File: config.mk
export PLATFORM = sky130hd
export DESIGN_NAME = param_password_lock_flat
export DESIGN_NICKNAME = d
export VERILOG_FILES = /design/src/rtl/param_password_lock_pkg.sv /design/src/rtl/param_password_lock_if.sv /design/src/rtl/param_password_lock_timer.sv /design/src/rtl/param_password_lock.sv /design/src/flat_wrapper.sv
export SDC_FILE = /design/constraint.sdc
export NUM_CORES = 1
export LEC_CHECK = 0
export BUFFER_PORTS_ARGS = -buffer_cell sky130_fd_sc_hd__buf_2
export CORE_MARGIN = 3
export CORE_UTILIZATION = 58
export DETAILED_ROUTE_END_ITERATION = 12
export GPL_TIMING_DRIVEN = 1
export PLACE_DENSITY = 0.8
export SYNTH_ARGS = -nofsm -noshare
export SYNTH_HDL_FRONTEND = slang
export SYNTH_SLANG_ARGS = --single-unit
File: constraint.sdc
create_clock -name clk -period 2.54 [get_ports clk]
set_input_delay 0.508 -clock clk [delete_from_list [all_inputs] [get_ports clk]]
set_output_delay 0.508 -clock clk [all_outputs]
set_load 0.01 [all_outputs]
File: src/rtl/param_password_lock_pkg.sv
// param_password_lock_pkg: shared FSM state encoding and width helper for the password lock
package param_password_lock_pkg;
  typedef enum logic [2:0] {
    IDLE      = 3'd0,
    CHECK     = 3'd1,
    UNLOCKED  = 3'd2,
    SET_ENTRY = 3'd3,
    LOCKOUT   = 3'd4
  } state_t;
  function automatic int max2(input int a, input int b);
    return (a > b) ? a : b;
  endfunction
endpackage

File: src/rtl/param_password_lock_if.sv
// param_password_lock_if: keypad inputs and LED/alarm outputs of the password lock
interface param_password_lock_if #(
  parameter int N_DIGITS     = 4,
  parameter int DIGIT_W      = 4,
  parameter int MAX_ATTEMPTS = 3
);
  localparam int PW    = N_DIGITS * DIGIT_W;
  localparam int ATT_W = $clog2(MAX_ATTEMPTS + 1);
  localparam int CNT_W = $clog2(N_DIGITS + 1);
  logic [DIGIT_W-1:0] i_digit;
  logic               i_enter;
  logic               i_set_pass;
  logic               i_view_pass;
  logic               i_clear;
  logic               o_green_led;
  logic               o_red_led;
  logic               o_alarm;
  logic [PW-1:0]      o_viewed_pass;
  logic [ATT_W-1:0]   o_attempts_left;
  logic [CNT_W-1:0]   o_digit_count;
  modport master (
    output i_digit, i_enter, i_set_pass, i_view_pass, i_clear,
    input  o_green_led, o_red_led, o_alarm, o_viewed_pass, o_attempts_left, o_digit_count
  );
  modport slave (
    input  i_digit, i_enter, i_set_pass, i_view_pass, i_clear,
    output o_green_led, o_red_led, o_alarm, o_viewed_pass, o_attempts_left, o_digit_count
  );
endinterface

File: src/rtl/param_password_lock_timer.sv
// lock_timer: loadable down-counter shared by the unlock, set-entry and lockout timeouts
module lock_timer #(
  parameter int W = 8
) (
  input  logic         clk,
  input  logic         reset,
  input  logic         i_load,
  input  logic [W-1:0] i_val,
  output logic         o_expired
);
  logic [W-1:0] r_cnt;
  // load takes precedence; otherwise count down and rest at zero
  always_ff @(posedge clk or posedge reset) begin
    if (reset) r_cnt <= '0;
    else if (i_load) r_cnt <= i_val;
    else if (r_cnt != '0) r_cnt <= r_cnt - W'(1);
  end
  // last counted cycle: the owner leaves its state on the next edge
  assign o_expired = (r_cnt == W'(1));
endmodule

File: src/rtl/param_password_lock.sv
// param_password_lock: keypad password lock with timed unlock, password change and alarm lockout
module param_password_lock
  import param_password_lock_pkg::*;
#(
  parameter int N_DIGITS       = 4,
  parameter int DIGIT_W        = 4,
  parameter int MAX_ATTEMPTS   = 3,
  parameter int UNLOCK_CYCLES  = 500,
  parameter int LOCKOUT_CYCLES = 1000,
  parameter logic [N_DIGITS*DIGIT_W-1:0] DEFAULT_PASS = 16'h1234
) (
  input  logic                 clk,
  input  logic                 reset,
  param_password_lock_if.slave bus
);
  localparam int PW    = N_DIGITS * DIGIT_W;
  localparam int ATT_W = $clog2(MAX_ATTEMPTS + 1);
  localparam int CNT_W = $clog2(N_DIGITS + 1);
  localparam int TW    = $clog2(max2(UNLOCK_CYCLES, LOCKOUT_CYCLES) + 1);

  state_t           r_state, w_state_nxt;
  logic [PW-1:0]    r_entry, w_entry_nxt;
  logic [PW-1:0]    r_stored, w_stored_nxt;
  logic [PW-1:0]    w_shift;
  logic [CNT_W-1:0] r_count, w_count_nxt;
  logic [ATT_W-1:0] r_att, w_att_nxt;
  logic             r_enter_q;
  logic             w_kp, w_last, w_load, w_expired;
  logic [TW-1:0]    w_load_val;

  assign w_kp    = bus.i_enter & ~r_enter_q;
  assign w_shift = (r_entry << DIGIT_W) | PW'(bus.i_digit);
  assign w_last  = (r_count == CNT_W'(N_DIGITS - 1));

  lock_timer #(.W(TW)) u_timer (
    .clk      (clk),
    .reset    (reset),
    .i_load   (w_load),
    .i_val    (w_load_val),
    .o_expired(w_expired)
  );

  // state, entry, stored password, attempt counter and enter edge-detect registers
  always_ff @(posedge clk or posedge reset) begin
    if (reset) begin
      r_state   <= IDLE;
      r_entry   <= '0;
      r_stored  <= DEFAULT_PASS;
      r_count   <= '0;
      r_att     <= ATT_W'(MAX_ATTEMPTS);
      r_enter_q <= 1'b0;
    end else begin
      r_state   <= w_state_nxt;
      r_entry   <= w_entry_nxt;
      r_stored  <= w_stored_nxt;
      r_count   <= w_count_nxt;
      r_att     <= w_att_nxt;
      r_enter_q <= bus.i_enter;
    end
  end

  // next-state logic; clear outranks set_pass, which outranks a keypress or a timeout
  always_comb begin
    w_state_nxt  = r_state;
    w_entry_nxt  = r_entry;
    w_stored_nxt = r_stored;
    w_count_nxt  = r_count;
    w_att_nxt    = r_att;
    w_load       = 1'b0;
    w_load_val   = TW'(UNLOCK_CYCLES);
    case (r_state)
      IDLE: begin
        if (bus.i_clear) begin
          w_entry_nxt = '0;
          w_count_nxt = '0;
        end else if (w_kp) begin
          w_entry_nxt = w_shift;
          w_count_nxt = w_last ? '0 : r_count + CNT_W'(1);
          w_state_nxt = w_last ? CHECK : IDLE;
        end
      end
      CHECK: begin
        w_entry_nxt = '0;
        if (r_entry == r_stored) begin
          w_state_nxt = UNLOCKED;
          w_att_nxt   = ATT_W'(MAX_ATTEMPTS);
          w_load      = 1'b1;
        end else begin
          w_att_nxt   = r_att - ATT_W'(1);
          w_state_nxt = (r_att == ATT_W'(1)) ? LOCKOUT : IDLE;
          w_load      = (r_att == ATT_W'(1));
          w_load_val  = TW'(LOCKOUT_CYCLES);
        end
      end
      UNLOCKED: begin
        if (bus.i_clear) w_state_nxt = IDLE;
        else if (bus.i_set_pass) begin
          w_state_nxt = SET_ENTRY;
          w_load      = 1'b1;
        end else if (w_expired) w_state_nxt = IDLE;
      end
      SET_ENTRY: begin
        if (bus.i_clear) begin
          w_entry_nxt = '0;
          w_count_nxt = '0;
          w_load      = 1'b1;
        end else if (w_kp) begin
          w_load       = 1'b1;
          w_entry_nxt  = w_last ? '0 : w_shift;
          w_count_nxt  = w_last ? '0 : r_count + CNT_W'(1);
          w_stored_nxt = w_last ? w_shift : r_stored;
          w_state_nxt  = w_last ? IDLE : SET_ENTRY;
        end else if (w_expired) begin
          w_entry_nxt = '0;
          w_count_nxt = '0;
          w_state_nxt = IDLE;
        end
      end
      LOCKOUT: begin
        if (w_expired) begin
          w_state_nxt = IDLE;
          w_att_nxt   = ATT_W'(MAX_ATTEMPTS);
        end
      end
      default: w_state_nxt = IDLE;
    endcase
  end

  assign bus.o_green_led     = (r_state == UNLOCKED) || (r_state == SET_ENTRY);
  assign bus.o_red_led       = ~bus.o_green_led;
  assign bus.o_alarm         = (r_state == LOCKOUT);
  assign bus.o_viewed_pass   = ((r_state == UNLOCKED) && bus.i_view_pass) ? r_stored : '0;
  assign bus.o_attempts_left = r_att;
  assign bus.o_digit_count   = r_count;
endmodule

File: src/flat_wrapper.sv
// flat-port wrapper written by rule: the top's interface ports become plain ports
module param_password_lock_flat import param_password_lock_pkg::*;
#(
  parameter int N_DIGITS       = 4,
  parameter int DIGIT_W        = 4,
  parameter int MAX_ATTEMPTS   = 3,
  parameter int UNLOCK_CYCLES  = 500,
  parameter int LOCKOUT_CYCLES = 1000,
  parameter logic [N_DIGITS*DIGIT_W-1:0] DEFAULT_PASS = 16'h1234
)
  (clk, reset, bus_i_digit, bus_i_enter, bus_i_set_pass, bus_i_view_pass, bus_i_clear, bus_o_green_led, bus_o_red_led, bus_o_alarm, bus_o_viewed_pass, bus_o_attempts_left, bus_o_digit_count);
  param_password_lock_if #(.N_DIGITS(N_DIGITS), .DIGIT_W(DIGIT_W), .MAX_ATTEMPTS(MAX_ATTEMPTS)) bus_i ();
  input  logic clk;
  input  logic reset;
  input wire logic [$bits(bus_i.i_digit)-1:0] bus_i_digit;
  input wire logic [$bits(bus_i.i_enter)-1:0] bus_i_enter;
  input wire logic [$bits(bus_i.i_set_pass)-1:0] bus_i_set_pass;
  input wire logic [$bits(bus_i.i_view_pass)-1:0] bus_i_view_pass;
  input wire logic [$bits(bus_i.i_clear)-1:0] bus_i_clear;
  output wire logic [$bits(bus_i.o_green_led)-1:0] bus_o_green_led;
  output wire logic [$bits(bus_i.o_red_led)-1:0] bus_o_red_led;
  output wire logic [$bits(bus_i.o_alarm)-1:0] bus_o_alarm;
  output wire logic [$bits(bus_i.o_viewed_pass)-1:0] bus_o_viewed_pass;
  output wire logic [$bits(bus_i.o_attempts_left)-1:0] bus_o_attempts_left;
  output wire logic [$bits(bus_i.o_digit_count)-1:0] bus_o_digit_count;
  assign bus_i.i_digit = bus_i_digit;
  assign bus_i.i_enter = bus_i_enter;
  assign bus_i.i_set_pass = bus_i_set_pass;
  assign bus_i.i_view_pass = bus_i_view_pass;
  assign bus_i.i_clear = bus_i_clear;
  assign bus_o_green_led = bus_i.o_green_led;
  assign bus_o_red_led = bus_i.o_red_led;
  assign bus_o_alarm = bus_i.o_alarm;
  assign bus_o_viewed_pass = bus_i.o_viewed_pass;
  assign bus_o_attempts_left = bus_i.o_attempts_left;
  assign bus_o_digit_count = bus_i.o_digit_count;
  param_password_lock #(.N_DIGITS(N_DIGITS), .DIGIT_W(DIGIT_W), .MAX_ATTEMPTS(MAX_ATTEMPTS), .UNLOCK_CYCLES(UNLOCK_CYCLES), .LOCKOUT_CYCLES(LOCKOUT_CYCLES), .DEFAULT_PASS(DEFAULT_PASS)) u_core (.clk(clk), .reset(reset), .bus(bus_i));
endmodule
### Word-level counts from Yosys, hierarchy flattened

Index checks and enable logic that the tools add are counted.

| operators by class | value |
|---|---|
| eq/ne operators | 14 |
| mux-type cells | 40 |
| reduce and logical (&&, ||, !) cells | 13 |
| add/sub/neg operators | 3 |
| bitwise gates (word level) | 5 |

Operators by type and width:

| operator | number |
|---|---|
| 16-bit 2-to-1 mux | 7 |
| 16-bit case mux with 3 select lines | 1 |
| 3-bit 2-to-1 mux | 15 |
| 10-bit 2-to-1 mux | 4 |
| 16-bit equality test | 1 |
| 16-bit by 4-bit OR with 16-bit output | 1 |
| 3-bit case mux with 5 select lines | 1 |
| 10-bit by 1-bit equality test with 1-bit output (second input constant) | 1 |
| 10-bit nonzero test | 1 |
| 10-bit by 1-bit subtractor with 10-bit output (second input constant) | 1 |
| 3-bit by 2-bit equality test with 1-bit output (second input constant) | 3 |
| 3-bit AND reduction | 3 |
| 1-bit 2-to-1 mux | 6 |
| 2-bit 2-to-1 mux | 3 |
| 3-bit case mux with 2 select lines | 1 |
| 2-bit nonzero test | 3 |
| 2-bit by 1-bit != test with 1-bit output (second input constant) | 2 |
| 2-bit != test (second input constant) | 2 |
| 4-bit by 3-bit != test with 1-bit output (second input constant) | 1 |
| 2-bit case mux with 2 select lines | 1 |
| 4-bit AND reduction | 1 |
| 3-bit by 1-bit adder with 3-bit output (second input constant) | 1 |
| 3-bit by 1-bit equality test with 1-bit output (second input constant) | 1 |
| 3-bit equality test (second input constant) | 1 |
| other kinds (11) | 13 |

| storage, ports and cells | value |
|---|---|
| register bits after elaboration | 51 |
| input port bits | 10 |
| word-level logic and storage cells | 82 |

### Depth between registers and ports, before layout

| depth | value |
|---|---|
| depth in word-level cells | 6 |
| gate-level depth with buffers | 7 |
| mapped depth without buffers | 7 |

### By module

From an unflattened synthesis, not the netlist that was laid out.

| second synthesis, totals | value |
|---|---|
| cell total of the unflattened synthesis | 282 |
| area, all modules | 2826.5 sq um |

Modules (own cells, without submodules):

| module | area an instance (sq um) | times used | cells each |
|---|---|---|---|
| param_password_lock | 2165.8 | 1 | 211 |
| lock_timer | 660.6 | 1 | 71 |

### Worst setup path before layout

OpenSTA, ideal clock, no wires.

| path | value |
|---|---|
| kind | register to output |
| start point | register u_core.r_state[1] |
| end point | output port bus_o_viewed_pass[10] |
| stages on the path, launching flop included | 6 |
| data arrival time | 1.526 ns |
| path slack | 0.506 ns |
| buffers on the path | 2 |
| cell sequence | dfrtp_1 -> buf_2 -> nor2b_1 -> and3_1 -> clkbuf_1 -> and2_1 |

| between the ends | value |
|---|---|
| cells in the longest elaborated chain, start to end | 3 |

Ends and longest elaborated chain:

| element | RTL line | source |
|---|---|---|
| from (decl) | param_password_lock.sv:21 | `state_t r_state, w_state_nxt;` |
| from (signal assigned) | param_password_lock.sv:53 | `r_state <= w_state_nxt;` |
| 3-bit by 2-bit equality test with 1-bit output | param_password_lock.sv:132 | `assign bus.o_viewed_pass = ((r_state == UNLOCKED) && bus.i_view_pass) ? r_stored : '0;` |
| 1-bit logical AND | param_password_lock.sv:132 |  |
| 16-bit 2-to-1 mux | param_password_lock.sv:132 |  |
| to (decl) | flat_wrapper.sv:23 | `output wire logic [$bits(bus_i.o_viewed_pass)-1:0] bus_o_viewed_pass;` |

Every way passes these cells.

### Worst setup path after layout

| path | value |
|---|---|
| start point | register u_core.r_state[2] |
| end point | output port bus_o_viewed_pass[15] |

The elaborated chain is that of the path after synthesis.

==> results.ini <==
[timing]
rsz0062_at_grt=no
timing.final.crit_period_ps=2330
hold-worst-slack_ps=235
setup_viol=0
fmax_ghz=0.428
slew_headroom=0.641
period_share=0.919
hold_violations=0
fin_skew_ps=9.61
tightestPinTransition_ps=531
fin_setup_tns_ps=0
drv_slew=0

[drt]
drt_iter0_markers=114
wl_per_cell_um=15.0
wirelength_um=5480
num_vias=2095
via_per_inst=5.72
detail-route-antenna-nets=0
drc=0
first_pass_iters=4

[yosys]
synth_area_per_cell_um2=10.1
ys_types=45
netlist_area_um2=2790
synth_nets=291
syn_inst=276
async_flop_share=1.00
synth_warnings=0
synth_edf_count=0
ys_seq_area_frac=0.460
synth_seq_cells=51
synth-main-ff-cell=dfrtp_1

[cells_and_area]
final_layout_size_suffix_gt1_frac=0.293
area_growth_pct=11.3
antenna_cells=0
n_fill_cell=345
nets=328
final_cells=366
multi_input_area_um2=1410
seqCellArea_um2=1290

[grt]
grt_max_degree=52
grt-ovfl-total=0
grt_pass1_vias=1952
grt_pass1_wl_um=9140
antenna_found_initial=0
grt.total_usage=0.212

[setup_path]
crit_arrival_ps=1830
slowest_stage=dfrtp_1
timing.rr.end=u_core.bus.o_digit_count[0]
r2r_cells=5
critPathMaxStageDelay_ps=490
worstPathRequired_ps=2030
critPathCaptureType=output port
critPathKind=flop to output port
r2r_setup_slack_ps=410
crit_chain=nor2b_1, and3_2, and2_1, buf_2
rr_startpoint=u_core.u_timer.r_cnt[4]
worstSetupStartpointType=flop
path_max_fanout=16

[placed_design]
port_buffers=33
hpwlAfterDp_um=3950
dp.cells=358
globalplace.congestion=0.810

[power_and_ir_drop]
p_int_mw=1.54
power.density_nw_per_um2=780
p_leak_nw=1.48
combPwrFrac=0.325
pwr-share-clk=0.185
p_total_mw=2.43
p_seq_frac=0.490
swShare=0.366
vdd_drop_max_uv=491
netSwitchingPower_uw=889

[job]
maxCapViolCount=0

[cts]
clk_latency_ps=300
clock-sinks=51
clockBufferDepth=2
path_clk_slew_ps=90
cts_root_buf=clkbuf_8
cts_tree=yes
cts_htree_levels=2
postCtsSetupBuffers=0
cts_buffers=5

[outcome]
status=complete, no violations

[floorplanning]
dieWidth_um=75.4
core_area_um2=4500
fp.dieH_um=75.4
ios=34
dieArea_um2=5680
num_rows=24
start_util=0.620

[worst_hold_path]
hp-class=primary input to asynchronous set/reset pin

[placed cells by master (no fill, tap or decap), types with 7 or more instances in the layout]
master   count
and2_1      18
buf_2       33
dfrtp_1     43
dfstp_2      7
inv_1       10
mux2_2      18
nand2_1     46
nand3_1     11
nor2_1       7
nor3_1       7
o21ai_2     14
xnor2_1     19
[state kept, by name (all words and copies together), names as in the netlist]
register / count
u_core.r_stored: 16
u_core.bus.o_digit_count: 3
u_core.bus.o_attempts_left: 2
u_core.u_timer.r_cnt: 10
u_core.r_entry: 16
u_core.r_enter_q: 1
u_core.r_state: 3
[Yosys cell counts, types with 5 or more instances]
| library cell | n | share of area |
|---|---|---|
| buf_2 | 5 | 0.0090 |
| o21ai_2 | 14 | 0.044 |
| and2_1 | 18 | 0.040 |
| ha_1 | 5 | 0.022 |
| mux2_2 | 18 | 0.073 |
| inv_1 | 11 | 0.015 |
| xnor2_1 | 19 | 0.060 |
| dfrtp_1 | 44 | 0.39 |
| o21ai_0 | 5 | 0.0090 |
| nor3_1 | 7 | 0.013 |
| dfstp_2 | 7 | 0.066 |
| nor2_1 | 7 | 0.0094 |
| nand2_1 | 46 | 0.062 |
| nand3_1 | 11 | 0.020 |
| nand4_1 | 5 | 0.011 |
[cells by family (layout without fill, tap and decap cells)]
group	after synthesis	count (layout)	synth area share
and+or+nand+nor	112	112	0.210
DFF	51	51	0.460
AOI/OAI and AO/OA	44	44	0.117
muxes	22	22	0.0869
xor gates and xnor gates	21	21	0.0659
buffers and inverters	21	59	0.0372
adders and majority gates	5	5	0.0224
[what timing repair did]
action	in CTS	in global routing
hold buffers	0	0
pin swaps	0	0
resized for setup	1	1
endpoints found under the hold margin	0	0
endpoints found under the setup margin	16	2
[per-layer routing]
metal / up-vias / global-route usage / part of all wire
met5: - / 0 / 0
met4: 0 / 0.0699 / 0.015
met3: 7 / 0.0449 / 0.047
met2: 48 / 0.331 / 0.48
met1: 1004 / 0.297 / 0.46
li1: 1036 / - / -
[stage by stage]
step                      area [µm²]   util  setup slack [ps]
after global placement          3030  0.672               373
after floorplan                 2790      -               506
after CTS                       3110  0.690               124
after detailed placement        3030  0.672               289
after global routing            3110  0.690              83.2
final                           3110  0.690               206
[area by class of cell]
| cell class | count | share of cell area |
|---|---|---|
| clock inverters | 1 | 0.00161 |
| well taps | 52 | 0.0209 |
| repair buffers | 40 | 0.0740 |
| inverters | 11 | 0.0133 |
| multi-input cells | 204 | 0.452 |
| clock buffers | 7 | 0.0245 |
| flip-flops and latches | 51 | 0.414 |
[power groups by stage]
stage                     registers, mW  logic (mW)  clock network (mW)
after floorplan                    1.15       0.646                   0
after global placement             1.19       0.767                   0
after detailed placement           1.20       0.796                   0
after CTS                          1.19       0.799               0.461
after global routing               1.22       0.879               0.493
final                              1.19       0.789               0.449
[critical path, delay by kind of cell (launching register included)]
| family | cells | cell delay (ps) |
|---|---|---|
| AND/OR/NAND/NOR | 3 | 890 |
| flip-flops | 1 | 490 |
| buffers and inverters | 1 | 130 |
[worst max-delay path by stage]
stage / startpoint / end / slack [ps] / depth (start not counted)
floorplan: u_core.r_state[1] / bus_o_viewed_pass[10] / 510 / 5
global placement: u_core.r_state[1] / bus_o_viewed_pass[15] / 370 / 4
detailed placement: u_core.r_state[1] / bus_o_viewed_pass[15] / 290 / 4
CTS: u_core.r_state[1] / bus_o_viewed_pass[15] / 120 / 4
global route: u_core.r_state[2] / bus_o_viewed_pass[14] / 80 / 4
finish: u_core.r_state[2] / bus_o_viewed_pass[15] / 210 / 4
Power figures use the tool's default switching activity.
